File: config.mk
export PLATFORM = sky130hd
export DESIGN_NAME = line_buffer_win_ctrl_flat
export DESIGN_NICKNAME = d
export VERILOG_FILES = /design/src/rtl/line_buffer_win_ctrl_pkg.sv /design/src/rtl/line_buffer_win_ctrl_if.sv /design/src/rtl/line_buffer_win_ctrl_shift.sv /design/src/rtl/line_buffer_win_ctrl.sv /design/src/flat_wrapper.sv
export SDC_FILE = /design/constraint.sdc
export NUM_CORES = 1
export LEC_CHECK = 0
export ABC_AREA = 1
export CORE_ASPECT_RATIO = 0.9
export CORE_MARGIN = 5
export CORE_UTILIZATION = 27
export CTS_CLUSTER_DIAMETER = 200
export DETAILED_ROUTE_END_ITERATION = 10
export DONT_BUFFER_PORTS = 1
export SLEW_MARGIN = 10
export SYNTH_ARGS = -nofsm -noshare
export SYNTH_HDL_FRONTEND = slang
export SYNTH_SLANG_ARGS = --single-unit
export TNS_END_PERCENT = 5
File: constraint.sdc
create_clock -name clk -period 4.11 [get_ports clk]
set_input_delay 0.822 -clock clk [delete_from_list [all_inputs] [get_ports clk]]
set_output_delay 0.822 -clock clk [all_outputs]
set_load 0.01 [all_outputs]
File: src/rtl/line_buffer_win_ctrl_pkg.sv
`default_nettype none
// ============================================================================
//  Module      : cam_lb_pkg
//  Description : Shared types and constants for the 3x3 line-buffer window
//                controller (FSM states, window latency, default geometry).
//  Revision    : 1.0 - initial release
// ============================================================================
package cam_lb_pkg;

    // Default geometry for a 1280x720 8-bit luma stream
    localparam int DW_DEF    = 8;
    localparam int IMG_W_DEF = 1280;
    localparam int IMG_H_DEF = 720;

    // Cycles from pixel acceptance to the registered window output
    localparam int WIN_LAT   = 3;

    // Sequencer states
    typedef enum logic [1:0] {
        IDLE      = 2'd0,
        WAIT_LINE = 2'd1,
        LINE      = 2'd2
    } lb_state_t;

endpackage
`default_nettype wire

File: src/rtl/line_buffer_win_ctrl_if.sv
`default_nettype none
// ============================================================================
//  Module      : line_buffer_win_ctrl_if
//  Description : Camera pixel stream in, two line-RAM ports, 3x3 window out.
//                slave  = controller side, master = environment side
//                (camera source, line RAMs, downstream filter).
//  Revision    : 1.0 - initial release
// ============================================================================
interface line_buffer_win_ctrl_if
    import cam_lb_pkg::*;
#(
    parameter int DW = DW_DEF
);
    // camera stream
    logic          per_frame_vsync;
    logic          per_frame_href;
    logic          per_frame_clken;
    logic [DW-1:0] per_img_y;
    // line RAM ports
    logic          lb0_clken;
    logic [DW-1:0] lb0_din;
    logic [DW-1:0] lb0_dout;
    logic          lb1_clken;
    logic [DW-1:0] lb1_din;
    logic [DW-1:0] lb1_dout;
    // window output
    logic [DW-1:0] matrix_p11, matrix_p12, matrix_p13;
    logic [DW-1:0] matrix_p21, matrix_p22, matrix_p23;
    logic [DW-1:0] matrix_p31, matrix_p32, matrix_p33;
    logic          matrix_valid;
    logic          matrix_vsync;
    logic          matrix_href;
    logic          lb_err;

    modport slave (
        input  per_frame_vsync, per_frame_href, per_frame_clken, per_img_y,
        input  lb0_dout, lb1_dout,
        output lb0_clken, lb0_din, lb1_clken, lb1_din,
        output matrix_p11, matrix_p12, matrix_p13,
        output matrix_p21, matrix_p22, matrix_p23,
        output matrix_p31, matrix_p32, matrix_p33,
        output matrix_valid, matrix_vsync, matrix_href, lb_err
    );

    modport master (
        output per_frame_vsync, per_frame_href, per_frame_clken, per_img_y,
        output lb0_dout, lb1_dout,
        input  lb0_clken, lb0_din, lb1_clken, lb1_din,
        input  matrix_p11, matrix_p12, matrix_p13,
        input  matrix_p21, matrix_p22, matrix_p23,
        input  matrix_p31, matrix_p32, matrix_p33,
        input  matrix_valid, matrix_vsync, matrix_href, lb_err
    );

endinterface
`default_nettype wire

File: src/rtl/line_buffer_win_ctrl_shift.sv
`default_nettype none
// ============================================================================
//  Module      : lb_win_shift
//  Description : Aligns the three row taps of an accepted pixel, shifts them
//                into a 3x3 column register window and delays valid/syncs so
//                everything leaves WIN_LAT cycles after acceptance.
//  Revision    : 1.0 - initial release
// ============================================================================
module lb_win_shift
    import cam_lb_pkg::*;
#(
    parameter int DW = DW_DEF
) (
    input  logic          clk,
    input  logic          rst,
    input  logic [DW-1:0] i_pix,      // current row pixel, cycle t
    input  logic          i_accept,   // pixel accepted, cycle t
    input  logic          i_win_ok,   // pixel is row>=2 and col>=2
    input  logic [DW-1:0] i_tap1,     // RAM0 read data, valid at t+1
    input  logic [DW-1:0] i_tap0,     // RAM1 read data, valid at t+2
    input  logic          i_vsync,
    input  logic          i_href,
    output logic [DW-1:0] o_p11, o_p12, o_p13,
    output logic [DW-1:0] o_p21, o_p22, o_p23,
    output logic [DW-1:0] o_p31, o_p32, o_p33,
    output logic          o_valid,
    output logic          o_vsync,
    output logic          o_href
);

    logic [DW-1:0]      r_pix_d1, r_pix_d2, r_tap1_d1;
    logic               r_acc_d1, r_acc_d2;
    logic               r_ok_d1, r_ok_d2;
    logic [WIN_LAT-1:0] r_vs_pipe, r_hs_pipe;
    logic [DW-1:0]      r_p11, r_p12, r_p13;
    logic [DW-1:0]      r_p21, r_p22, r_p23;
    logic [DW-1:0]      r_p31, r_p32, r_p33;
    logic               r_valid;

    // Bring current row, RAM0 tap and RAM1 tap of one pixel together at t+2
    always_ff @(posedge clk or posedge rst) begin
        if (rst) begin
            r_pix_d1  <= '0;
            r_pix_d2  <= '0;
            r_tap1_d1 <= '0;
            r_acc_d1  <= 1'b0;
            r_acc_d2  <= 1'b0;
            r_ok_d1   <= 1'b0;
            r_ok_d2   <= 1'b0;
        end else begin
            r_pix_d1  <= i_pix;
            r_pix_d2  <= r_pix_d1;
            r_tap1_d1 <= i_tap1;
            r_acc_d1  <= i_accept;
            r_acc_d2  <= r_acc_d1;
            r_ok_d1   <= i_accept & i_win_ok;
            r_ok_d2   <= r_ok_d1;
        end
    end

    // Shift the window left by one column for each accepted pixel only
    always_ff @(posedge clk or posedge rst) begin
        if (rst) begin
            r_p11   <= '0; r_p12 <= '0; r_p13 <= '0;
            r_p21   <= '0; r_p22 <= '0; r_p23 <= '0;
            r_p31   <= '0; r_p32 <= '0; r_p33 <= '0;
            r_valid <= 1'b0;
        end else begin
            if (r_acc_d2) begin
                r_p11 <= r_p12; r_p12 <= r_p13; r_p13 <= i_tap0;
                r_p21 <= r_p22; r_p22 <= r_p23; r_p23 <= r_tap1_d1;
                r_p31 <= r_p32; r_p32 <= r_p33; r_p33 <= r_pix_d2;
            end
            r_valid <= r_ok_d2;
        end
    end

    // Delay frame/line syncs to match the window latency
    always_ff @(posedge clk or posedge rst) begin
        if (rst) begin
            r_vs_pipe <= '0;
            r_hs_pipe <= '0;
        end else begin
            r_vs_pipe <= {r_vs_pipe[WIN_LAT-2:0], i_vsync};
            r_hs_pipe <= {r_hs_pipe[WIN_LAT-2:0], i_href};
        end
    end

    assign o_p11   = r_p11;
    assign o_p12   = r_p12;
    assign o_p13   = r_p13;
    assign o_p21   = r_p21;
    assign o_p22   = r_p22;
    assign o_p23   = r_p23;
    assign o_p31   = r_p31;
    assign o_p32   = r_p32;
    assign o_p33   = r_p33;
    assign o_valid = r_valid;
    assign o_vsync = r_vs_pipe[WIN_LAT-1];
    assign o_href  = r_hs_pipe[WIN_LAT-1];

endmodule
`default_nettype wire

File: src/rtl/line_buffer_win_ctrl.sv
`default_nettype none
// ============================================================================
//  Module      : line_buffer_win_ctrl
//  Description : Sequencer for two cascaded line shift RAMs producing a
//                registered 3x3 window (valid-only, no border padding).
//                Optional macro LB_CTRL_ERR_EN enables the sticky lb_err
//                format checker; otherwise lb_err is tied low.
//                Pixels are accepted only once the FSM is in LINE, i.e. from
//                the cycle after the href rising edge.
//  Revision    : 1.0 - initial release
// ============================================================================
module line_buffer_win_ctrl
    import cam_lb_pkg::*;
#(
    parameter int DW    = DW_DEF,
    parameter int IMG_W = IMG_W_DEF,
    parameter int IMG_H = IMG_H_DEF,
    parameter int CW    = 11,
    parameter int RW    = 10
) (
    input  logic                   clk,
    input  logic                   rst,
    line_buffer_win_ctrl_if.slave  bus
);

    localparam logic [CW-1:0] c_col_end = CW'(IMG_W);
    localparam logic [RW-1:0] c_row_end = RW'(IMG_H);

    lb_state_t     r_state, w_state_nxt;
    logic [CW-1:0] r_col, w_col_nxt;
    logic [RW-1:0] r_row, w_row_nxt;
    logic          r_vsync_d, r_href_d;
    logic          r_lb1_clken;

    logic w_vsync_rise, w_href_rise, w_href_fall;
    logic w_pix_strobe, w_col_ok, w_row_ok, w_accept, w_win_ok;

    assign w_vsync_rise = bus.per_frame_vsync & ~r_vsync_d;
    assign w_href_rise  = bus.per_frame_href  & ~r_href_d;
    assign w_href_fall  = ~bus.per_frame_href &  r_href_d;
    assign w_pix_strobe = (r_state == LINE) & bus.per_frame_href & bus.per_frame_clken;
    assign w_col_ok     = (r_col < c_col_end);
    assign w_row_ok     = (r_row < c_row_end);
    assign w_accept     = w_pix_strobe & w_col_ok & w_row_ok;
    assign w_win_ok     = (r_row >= RW'(2)) & (r_col >= CW'(2));

    // Remember previous sync levels for edge detection
    always_ff @(posedge clk or posedge rst) begin
        if (rst) begin
            r_vsync_d <= 1'b0;
            r_href_d  <= 1'b0;
        end else begin
            r_vsync_d <= bus.per_frame_vsync;
            r_href_d  <= bus.per_frame_href;
        end
    end

    // FSM state and position counters
    always_ff @(posedge clk or posedge rst) begin
        if (rst) begin
            r_state <= IDLE;
            r_col   <= '0;
            r_row   <= '0;
        end else begin
            r_state <= w_state_nxt;
            r_col   <= w_col_nxt;
            r_row   <= w_row_nxt;
        end
    end

    // Next state: vsync rise restarts the frame from anywhere; row saturates
    always_comb begin
        w_state_nxt = r_state;
        w_col_nxt   = r_col;
        w_row_nxt   = r_row;
        if (w_vsync_rise) begin
            w_state_nxt = WAIT_LINE;
            w_col_nxt   = '0;
            w_row_nxt   = '0;
        end else begin
            case (r_state)
                IDLE: begin
                    w_state_nxt = IDLE;
                end
                WAIT_LINE: begin
                    if (w_href_rise) begin
                        w_state_nxt = LINE;
                    end
                end
                LINE: begin
                    if (w_href_fall) begin
                        w_state_nxt = WAIT_LINE;
                        w_col_nxt   = '0;
                        if (r_row != c_row_end) begin
                            w_row_nxt = r_row + RW'(1);
                        end
                    end else if (w_accept) begin
                        w_col_nxt = r_col + CW'(1);
                    end
                end
                default: begin
                    w_state_nxt = IDLE;
                end
            endcase
        end
    end

    // RAM1 is written one cycle after RAM0, with RAM0's registered read data
    always_ff @(posedge clk or posedge rst) begin
        if (rst) begin
            r_lb1_clken <= 1'b0;
        end else begin
            r_lb1_clken <= w_accept;
        end
    end

    // Data buses are zeroed outside their enable so nothing leaks after reset
    assign bus.lb0_clken = w_accept;
    assign bus.lb0_din   = w_accept ? bus.per_img_y : '0;
    assign bus.lb1_clken = r_lb1_clken;
    assign bus.lb1_din   = r_lb1_clken ? bus.lb0_dout : '0;

`ifdef LB_CTRL_ERR_EN
    logic r_err;
    logic w_err_line, w_err_pix, w_err_row, w_err_vs;

    assign w_err_line = (r_state == LINE) & w_href_fall & (r_col != c_col_end);
    assign w_err_pix  = w_pix_strobe & ~w_col_ok;
    assign w_err_row  = (r_state == WAIT_LINE) & w_href_rise & ~w_row_ok;
    assign w_err_vs   = w_vsync_rise & (r_row != '0) & (r_row != c_row_end);

    // Sticky format error, cleared only by reset
    always_ff @(posedge clk or posedge rst) begin
        if (rst) begin
            r_err <= 1'b0;
        end else if (w_err_line | w_err_pix | w_err_row | w_err_vs) begin
            r_err <= 1'b1;
        end
    end

    assign bus.lb_err = r_err;
`else
    assign bus.lb_err = 1'b0;
`endif

    lb_win_shift #(
        .DW(DW)
    ) u_win (
        .clk      (clk),
        .rst      (rst),
        .i_pix    (bus.per_img_y),
        .i_accept (w_accept),
        .i_win_ok (w_win_ok),
        .i_tap1   (bus.lb0_dout),
        .i_tap0   (bus.lb1_dout),
        .i_vsync  (bus.per_frame_vsync),
        .i_href   (bus.per_frame_href),
        .o_p11    (bus.matrix_p11),
        .o_p12    (bus.matrix_p12),
        .o_p13    (bus.matrix_p13),
        .o_p21    (bus.matrix_p21),
        .o_p22    (bus.matrix_p22),
        .o_p23    (bus.matrix_p23),
        .o_p31    (bus.matrix_p31),
        .o_p32    (bus.matrix_p32),
        .o_p33    (bus.matrix_p33),
        .o_valid  (bus.matrix_valid),
        .o_vsync  (bus.matrix_vsync),
        .o_href   (bus.matrix_href)
    );

endmodule
`default_nettype wire

File: src/flat_wrapper.sv
// flat-port wrapper written by rule: the top's interface ports become plain ports
module line_buffer_win_ctrl_flat import cam_lb_pkg::*;
#(
    parameter int DW    = DW_DEF,
    parameter int IMG_W = IMG_W_DEF,
    parameter int IMG_H = IMG_H_DEF,
    parameter int CW    = 11,
    parameter int RW    = 10
)
  (clk, rst, bus_per_frame_vsync, bus_per_frame_href, bus_per_frame_clken, bus_per_img_y, bus_lb0_dout, bus_lb1_dout, bus_lb0_clken, bus_lb0_din, bus_lb1_clken, bus_lb1_din, bus_matrix_p11, bus_matrix_p12, bus_matrix_p13, bus_matrix_p21, bus_matrix_p22, bus_matrix_p23, bus_matrix_p31, bus_matrix_p32, bus_matrix_p33, bus_matrix_valid, bus_matrix_vsync, bus_matrix_href, bus_lb_err);
  line_buffer_win_ctrl_if #(.DW(DW)) bus_i ();
  input  logic clk;
  input  logic rst;
  input wire logic [$bits(bus_i.per_frame_vsync)-1:0] bus_per_frame_vsync;
  input wire logic [$bits(bus_i.per_frame_href)-1:0] bus_per_frame_href;
  input wire logic [$bits(bus_i.per_frame_clken)-1:0] bus_per_frame_clken;
  input wire logic [$bits(bus_i.per_img_y)-1:0] bus_per_img_y;
  input wire logic [$bits(bus_i.lb0_dout)-1:0] bus_lb0_dout;
  input wire logic [$bits(bus_i.lb1_dout)-1:0] bus_lb1_dout;
  output wire logic [$bits(bus_i.lb0_clken)-1:0] bus_lb0_clken;
  output wire logic [$bits(bus_i.lb0_din)-1:0] bus_lb0_din;
  output wire logic [$bits(bus_i.lb1_clken)-1:0] bus_lb1_clken;
  output wire logic [$bits(bus_i.lb1_din)-1:0] bus_lb1_din;
  output wire logic [$bits(bus_i.matrix_p11)-1:0] bus_matrix_p11;
  output wire logic [$bits(bus_i.matrix_p12)-1:0] bus_matrix_p12;
  output wire logic [$bits(bus_i.matrix_p13)-1:0] bus_matrix_p13;
  output wire logic [$bits(bus_i.matrix_p21)-1:0] bus_matrix_p21;
  output wire logic [$bits(bus_i.matrix_p22)-1:0] bus_matrix_p22;
  output wire logic [$bits(bus_i.matrix_p23)-1:0] bus_matrix_p23;
  output wire logic [$bits(bus_i.matrix_p31)-1:0] bus_matrix_p31;
  output wire logic [$bits(bus_i.matrix_p32)-1:0] bus_matrix_p32;
  output wire logic [$bits(bus_i.matrix_p33)-1:0] bus_matrix_p33;
  output wire logic [$bits(bus_i.matrix_valid)-1:0] bus_matrix_valid;
  output wire logic [$bits(bus_i.matrix_vsync)-1:0] bus_matrix_vsync;
  output wire logic [$bits(bus_i.matrix_href)-1:0] bus_matrix_href;
  output wire logic [$bits(bus_i.lb_err)-1:0] bus_lb_err;
  assign bus_i.per_frame_vsync = bus_per_frame_vsync;
  assign bus_i.per_frame_href = bus_per_frame_href;
  assign bus_i.per_frame_clken = bus_per_frame_clken;
  assign bus_i.per_img_y = bus_per_img_y;
  assign bus_i.lb0_dout = bus_lb0_dout;
  assign bus_i.lb1_dout = bus_lb1_dout;
  assign bus_lb0_clken = bus_i.lb0_clken;
  assign bus_lb0_din = bus_i.lb0_din;
  assign bus_lb1_clken = bus_i.lb1_clken;
  assign bus_lb1_din = bus_i.lb1_din;
  assign bus_matrix_p11 = bus_i.matrix_p11;
  assign bus_matrix_p12 = bus_i.matrix_p12;
  assign bus_matrix_p13 = bus_i.matrix_p13;
  assign bus_matrix_p21 = bus_i.matrix_p21;
  assign bus_matrix_p22 = bus_i.matrix_p22;
  assign bus_matrix_p23 = bus_i.matrix_p23;
  assign bus_matrix_p31 = bus_i.matrix_p31;
  assign bus_matrix_p32 = bus_i.matrix_p32;
  assign bus_matrix_p33 = bus_i.matrix_p33;
  assign bus_matrix_valid = bus_i.matrix_valid;
  assign bus_matrix_vsync = bus_i.matrix_vsync;
  assign bus_matrix_href = bus_i.matrix_href;
  assign bus_lb_err = bus_i.lb_err;
  line_buffer_win_ctrl #(.DW(DW), .IMG_W(IMG_W), .IMG_H(IMG_H), .CW(CW), .RW(RW)) u_core (.clk(clk), .rst(rst), .bus(bus_i));
endmodule
==> flow_metrics.env, run 1 <==
export IMPL_clock_path_buffers=2
export IMPL_routedLengthMet1_mm=4.85
export IMPL_cts_root_buf="clkbuf_16"
export IMPL_clk_pin_slew_worst_paths_ns=0.06
export IMPL_report_final_setup_viol=0
export IMPL_synth_enable_flop_cells=0
export IMPL_worst_tran_pin_value_ns=0.572
export IMPL_critical_path_top_cell_by_count="nor2_1"
export IMPL_drtAntennaViolNets=0
export IMPL_critical_path_class="register to primary output"
export IMPL_worst_ep_required_time_ns=3.29
export IMPL_final_layout_size_suffix_gt1_share_pct=14.0
export IMPL_final_period_utilization_pct=63.9
export IMPL_postRouteWirelength_mm=10.7
export IMPL_path_cells="nor2_1, o21ai_1, nand2_1, nand2_2, nor2_1"
export IMPL_timing_critical_path_max_delay_family="simple AND/OR/NAND/NOR gates"
export IMPL_setup_crit_start_kind="register"
export IMPL_dieArea_sq_um=22000
export IMPL_synth_cells_most_frequent="130 x dfrtp_1, 96 x nand2_1, 61 x inv_1"
export IMPL_cts_sink_count=130
export IMPL_floorplan_rows=48
export IMPL_crit_end_category="primary output"
export IMPL_first_iter_violations=217
export IMPL_grt_max_degree=78
export IMPL_synth_cells=513
export IMPL_fillCellCount=1959
export IMPL_max_cap_viol_count=0
export IMPL_p_total_w=0.00425
export IMPL_initial_core_util_pct=27.2
export IMPL_hold_class="input pin to asynchronous set/reset pin"
export IMPL_antennaDiodeCount=0
export IMPL_synth_largest_area_cell="dfrtp_1"
export IMPL_cp_arrival_ns=1.80
export IMPL_synth_distinct_cells=30
export IMPL_post_synth_top_area_fraction_pct=63.0
export IMPL_final_hold_violation_count=0
export IMPL_leading_register_cell_type_out_of_synthesis="dfrtp_1"
export IMPL_post_synth_main_area_contributors="dfrtp_1 63%, nand2_1 7.0%, mux2_2 5.2%, inv_1 4.4%, nor2_1 3.9%"
export IMPL_synth_async_sr_flop_share_pct=100
export IMPL_coreArea_sq_um=19000
export IMPL_route_met3_wl_um=895
export IMPL_fmax_mhz=381
export IMPL_synth_cell_area_sq_um=5160
export IMPL_place_port_buffers=0
export IMPL_antenna_violations_before_repair=1
export IMPL_cts_tree="done"
export IMPL_worstPathBufferInverterCount=0
export IMPL_die_x_um=156
export IMPL_power_density_cell_area_nw_per_um2=710
export IMPL_synthesized_nets=545
export IMPL_synth_seq_cells=130
export IMPL_cts_repair_timing_setup_buffer_count=0
export IMPL_via_per_inst=4.21
export IMPL_leakage_nw=2.82
export IMPL_final_wtd_congestion=0.752
export IMPL_htree_num_levels=4
export IMPL_met2_wirelength_mm=4.89
export IMPL_final_nets=548
export IMPL_dp_hpwl_mm=7.27
export IMPL_ctsResizeCount=0
export IMPL_drc=0
export IMPL_worst_hold_slack_ns=0.249
export IMPL_rsz_0062_raised_after_global_routing="false"
export IMPL_final_max_slew_viol_count=0
export IMPL_slowest_stage="dfrtp_1"
export IMPL_timing_max_slew_rel_slack_pct=61.9
export IMPL_gr_total_overflow=0
export IMPL_status="completed"
export IMPL_num_vias=3276
export IMPL_crit_path_max_incr_delay_ns=0.43
export IMPL_area_growth_syn_to_layout_pct=15.9
export IMPL_detailedRoute_firstPassIterationCount=4
export IMPL_synth_yosys_seq_area_share_pct=63.0
export IMPL_maxUsedRoutingLayer="met4"
export IMPL_grt_first_pass_wirelength_mm=17.5
export IMPL_first_global_vias=3191
export IMPL_power_ir_vdd_worst_mv=0.260
export IMPL_numCtsBuffers=17
export IMPL_synthesis_yosys_warnings=0
export IMPL_cts_hold_buf=0
export IMPL_gr_usage_all_layers_pct=10.1
export IMPL_worst_skew_pair_late_latency_ns=0.41
export IMPL_final_setup_tns_ns=0
export IMPL_most_frequent_cell_after_synthesis="dfrtp_1"
export IMPL_finClkSkew_ns=0.00905
export IMPL_min_period_ns=2.63
export IMPL_wl_per_cell_um=13.8
export IMPL_biggest_fanout_along_the_worst_timing_path=22
export IMPL_floorplan_io_pins=123
export IMPL_die_y_um=141
export IMPL_post_synth_cell_area_avg_sq_um=10.1
-- kinds of logic after synthesis --
logic type      after synthesis  share of synthesized area, %
compound gates               64                          6.40
xor+xnor                      9                          1.53
fa+ha+maj                     3                         0.727
buf+inv                      82                          6.73
flops                       130                          63.0
mux                          24                          5.23
other cells                   1                        0.0726
simple gates                200                          16.3
-- routing by layer --
layer	vias up	track usage, %
li1	1632	-
met1	1536	13.3
met2	99	15.1
met3	9	4.27
met4	0	3.45
met5	-	0
-- sequential cells by signal, indices dropped and copies added, names as in the netlist, 2 cells and up --
| register | count |
|---|---|
| u_core.u_win.o_p33 | 8 |
| u_core.u_win.r_hs_pipe | 3 |
| u_core.u_win.o_p32 | 8 |
| u_core.u_win.r_pix_d1 | 8 |
| u_core.u_win.r_pix_d2 | 8 |
| u_core.r_row | 10 |
| u_core.u_win.o_p23 | 8 |
| u_core.r_state | 2 |
| u_core.u_win.o_p13 | 8 |
| u_core.u_win.o_p22 | 8 |
| u_core.u_win.o_p21 | 8 |
| u_core.u_win.r_vs_pipe | 3 |
| u_core.u_win.o_p12 | 8 |
| u_core.u_win.r_tap1_d1 | 8 |
| u_core.u_win.o_p11 | 8 |
| u_core.r_col | 11 |
| u_core.u_win.o_p31 | 8 |
-- metrics by stage --
| stage | util [%] | worst slack (ns) | instances | instance area [sq um] |
|---|---|---|---|---|
| after floorplan | - | 1.68 | 513 | 5170 |
| after global placement | 28.5 | 1.55 | 747 | 5410 |
| after detailed placement | 28.5 | 1.54 | 747 | 5410 |
| after CTS | 31.6 | 1.42 | 779 | 5990 |
| after global routing | 31.6 | 1.28 | 779 | 5990 |
| final | 31.6 | 1.48 | 779 | 5990 |
-- power by group --
part	leakage (nW)	switching [W]	internal, W
Clock	0.270	0.000627	0.000855
Combinational	0.949	0.000319	0.000252
Sequential	1.61	0.000520	0.00168
-- path summary, 6_finish.rpt --
check | start | to | slack (ns) | cells after the start
setup / recovery | u_core.r_row[5]$_DFFE_PP0P_ | bus_lb0_din[7] | 1.48 | 5
hold / removal | rst | u_core.u_win.r_vs_pipe[1]$_DFF_PP0_ | 0.25 | 1
setup reg to reg | u_core.u_win.r_vs_pipe[0]$_DFF_PP0_ | u_core.r_row[6]$_DFFE_PP0P_ | 2.32 | 9
hold reg to reg | u_core.u_win.r_pix_d1[5]$_DFF_PP0_ | u_core.u_win.r_pix_d2[5]$_DFF_PP0_ | 0.35 | 0
max in group asynchronous | rst | u_core.u_win.r_acc_d2$_DFF_PP0_ | 2.97 | 2
min in group clk | u_core.u_win.r_pix_d1[5]$_DFF_PP0_ | u_core.u_win.r_pix_d2[5]$_DFF_PP0_ | 0.35 | 0
-- worst reg2reg max path, stage by stage, from the launching register on --
cell     delay [ns]
dfrtp_1        0.38
inv_1          0.06
nand2_2        0.19
nand2_1        0.19
nand2_2        0.29
inv_1          0.12
nand2_4        0.19
inv_1          0.13
nand3_1        0.09
nand2_1        0.06
-- cell usage in the layout, fill, tap and decap left out, types with 2 or more instances in the layout --
| cell | synthesis | routed |
|---|---|---|
| inv_1 | 61 | 60 |
| xor2_1 | 7 | 7 |
| mux2_2 | 24 | 24 |
| o21ai_0 | 31 | 31 |
| inv_8 | 0 | 3 |
| nand2_2 | 5 | 5 |
| ha_1 | 3 | 3 |
| o21ai_1 | 4 | 4 |
| nand4_1 | 2 | 2 |
| xnor2_1 | 2 | 2 |
| dfrtp_1 | 130 | 129 |
| clkinvlp_4 | 0 | 5 |
| nand2_1 | 96 | 96 |
| o21ai_2 | 2 | 2 |
| buf_4 | 1 | 3 |
| nor2_2 | 4 | 4 |
| clkbuf_16 | 0 | 17 |
| nor2_1 | 53 | 53 |
| inv_6 | 0 | 5 |
| nand3_1 | 30 | 30 |
| nor3_1 | 6 | 6 |
| a21oi_1 | 26 | 26 |
-- layout make-up --
cell class	instances	area, sq um	area share, %
repair buffers	4	42.5	0.710
clock buffers	18	429	7.17
inverters	62	236	3.95
clock inverters	14	146	2.44
flip-flops and latches	130	3260	54.4
well taps	250	313	5.22
multi-input cells	301	1560	26.1
No activity file was read; power rests on OpenSTA's default activity.
==> inputs of run 2 (changes only) <==
- clock period: 4.11 -> 2.6 ns (I/O delays scaled with it)
==> run 2 against run 1 <==
Compared with the run above:
- cell area is 1.6% higher
- combinational power is 64% higher
- first-iteration DRC count is 9.2% lower
- critical path type unchanged
- hold slack worse by 0.12 ns
==> flow_metrics.env, run 2 (synthesized netlist as in run 1, its figures left out) <==
export IMPL_status="completed"
export IMPL_detailedRoute_firstPassIterationCount=4
export IMPL_clk_pin_slew_worst_paths_ns=0.06
export IMPL_final_period_utilization_pct=89.8
export IMPL_power_frac_clock_pct=37.2
export IMPL_crit_end_category="primary output"
export IMPL_max_cap_viol_count=0
export IMPL_place_port_buffers=0
export IMPL_htree_num_levels=4
export IMPL_drc=0
export IMPL_post_route_util_pct=32.1
export IMPL_worst_reg_to_reg_setup_slack_ns=0.78
export IMPL_cts_tree="done"
export IMPL_final_hold_violation_count=0
export IMPL_leakage_nw=2.87
export IMPL_num_vias=3276
export IMPL_initial_core_util_pct=27.2
export IMPL_grt_first_pass_wirelength_mm=17.2
export IMPL_layout_commonest_cell="dfrtp_1"
export IMPL_drtAntennaViolNets=0
export IMPL_power_net_switching_w=0.00228
export IMPL_wl_per_cell_um=13.7
export IMPL_finClkSkew_ns=0.0181
export IMPL_gr_total_overflow=0
export IMPL_dp_hpwl_mm=7.41
export IMPL_coreArea_sq_um=19000
export IMPL_report_final_setup_viol=0
export IMPL_hold_class="input pin to register"
export IMPL_final_setup_tns_ns=0
export IMPL_reg2reg_depth=9
export IMPL_layout_cells_most_common_list="129 x dfrtp_1, 96 x nand2_1, 60 x inv_1"
export IMPL_grt_max_degree=72
export IMPL_die_x_um=156
export IMPL_clock_path_buffers=2
export IMPL_numCtsBuffers=17
export IMPL_setup_crit_start_kind="register"
export IMPL_die_y_um=141
export IMPL_sequential_cell_area_sq_um=3260
export IMPL_antenna_violations_before_repair=0
export IMPL_registers_top_by_ff_count="u_core.r_col"
export IMPL_ctsResizeCount=0
export IMPL_cts_root_buf="clkbuf_16"
export IMPL_final_layout_size_suffix_gt1_share_pct=14.1
export IMPL_power_share_combinational_pct=13.4
export IMPL_placed_instance_count=748
export IMPL_final_nets=550
export IMPL_p_total_w=0.00698
export IMPL_area_growth_syn_to_layout_pct=17.8
export IMPL_seqPwrFrac_pct=49.4
export IMPL_reg_top3="u_core.r_col x11, u_core.r_row x10"
export IMPL_biggest_fanout_along_the_worst_timing_path=22
export IMPL_power_density_cell_area_nw_per_um2=1150
export IMPL_multi_input_area_sq_um=1560
export IMPL_power_ir_vdd_worst_mv=0.448
export IMPL_fmax_mhz=428
export IMPL_dieArea_sq_um=22000
export IMPL_floorplan_io_pins=123
export IMPL_timing_max_slew_rel_slack_pct=62.3
export IMPL_final_max_slew_viol_count=0
export IMPL_via_per_inst=4.19
export IMPL_critical_path_class="register to primary output"
export IMPL_first_iter_violations=197
export IMPL_power_switching_fraction_pct=32.6
export IMPL_worstHoldPathCells=0
export IMPL_worst_tran_pin_value_ns=0.566
export IMPL_postRouteWirelength_mm=10.7
export IMPL_fillCellCount=1962
export IMPL_largest_register_ff_count=11
export IMPL_worst_skew_pair_late_latency_ns=0.42
export IMPL_final_wtd_congestion=0.789
export IMPL_min_period_ns=2.34
export IMPL_first_global_vias=3244
export IMPL_finish_cell_count_without_fillers=781
export IMPL_worst_ep_required_time_ns=2.08
export IMPL_rsz_0062_raised_after_global_routing="false"
export IMPL_gr_usage_all_layers_pct=9.99
export IMPL_floorplan_rows=48
export IMPL_cp_arrival_ns=1.82
export IMPL_cts_sink_count=130
export IMPL_power_internal_w=0.00471
export IMPL_antennaDiodeCount=0
==> run 2: cell types whose count changed in the layout (fill, tap and decap cells not counted), sizes merged <==
cell | previous run | this run
dlygate4sd3 | 0 | 1
inv | 68 | 64
buf | 4 | 5
bufinv | 1 | 4
clkinvlp | 5 | 2
clkbuf | 18 | 19
clkinv | 2 | 5
==> run 2: final cells by class <==
cell class,instances,share of cell area (%)
repair buffers,6,1.19
clock inverters,13,3.25
multi-input cells,301,25.7
clock buffers,19,7.28
flip-flops and latches,130,53.5
inverters,62,3.89
well taps,250,5.14
==> run 2: final timing paths <==
kind,from,end
max reg2reg,u_core.u_win.r_vs_pipe[0]$_DFF_PP0_,u_core.r_row[6]$_DFFE_PP0P_
min,bus_lb0_dout[7],u_core.u_win.r_tap1_d1[7]$_DFF_PP0_
min in group asynchronous,rst,u_core.u_win.o_p33[0]$_DFFE_PP0P_
max,u_core.r_col[9]$_DFFE_PP0P_,bus_lb0_din[5]
max in group asynchronous,rst,u_core.u_win.r_pix_d1[7]$_DFF_PP0_
min reg2reg,u_core.u_win.r_pix_d1[6]$_DFF_PP0_,u_core.u_win.r_pix_d2[6]$_DFF_PP0_
==> run 2: what timing repair did <==
action	in CTS	in global routing
hold endpoints to repair	12	0
buffers inserted	0	0
hold buffers	1	0
==> run 2: layer usage <==
layer  part of all wire (%)  global-route usage, %  vias to the layer above
met3                    9.0                   4.39                       12
met4                    1.4                   3.59                        0
met1                     45                   12.8                     1520
met5                      0                      0                        -
met2                     45                   15.0                      110
li1                       -                      -                     1634
==> run 2: power groups by stage <==
stage | Sequential, W | Clock (W) | Combinational [W]
floorplan | 0.00329 | 0 | 0.000814
global placement | 0.00350 | 0 | 0.000913
detailed placement | 0.00352 | 0 | 0.000951
CTS | 0.00348 | 0.00267 | 0.000957
finish | 0.00345 | 0.00260 | 0.000934
global route | 0.00355 | 0.00276 | 0.00109
==> run 2: stage by stage <==
stage | hold slack, ns | cell area (sq um) | worst slack (ns)
2_1_floorplan | 0.331 | 5170 | 0.471
3_3_place_gp | 0.332 | 5430 | 0.648
3_5_place_dp | 0.335 | 5430 | 0.627
4_1_cts | 0.108 | 6080 | 0.205
5_1_grt | 0.0994 | 6080 | 0.0301
6_report | 0.124 | 6080 | 0.265
==> run 2: critical path: stages, from the launching register on <==
cell     delay (ns)
dfrtp_1        0.42
nor2_1         0.14
nor2_1         0.06
nor3_2         0.15
nand2_2        0.32
nor2_1         0.30
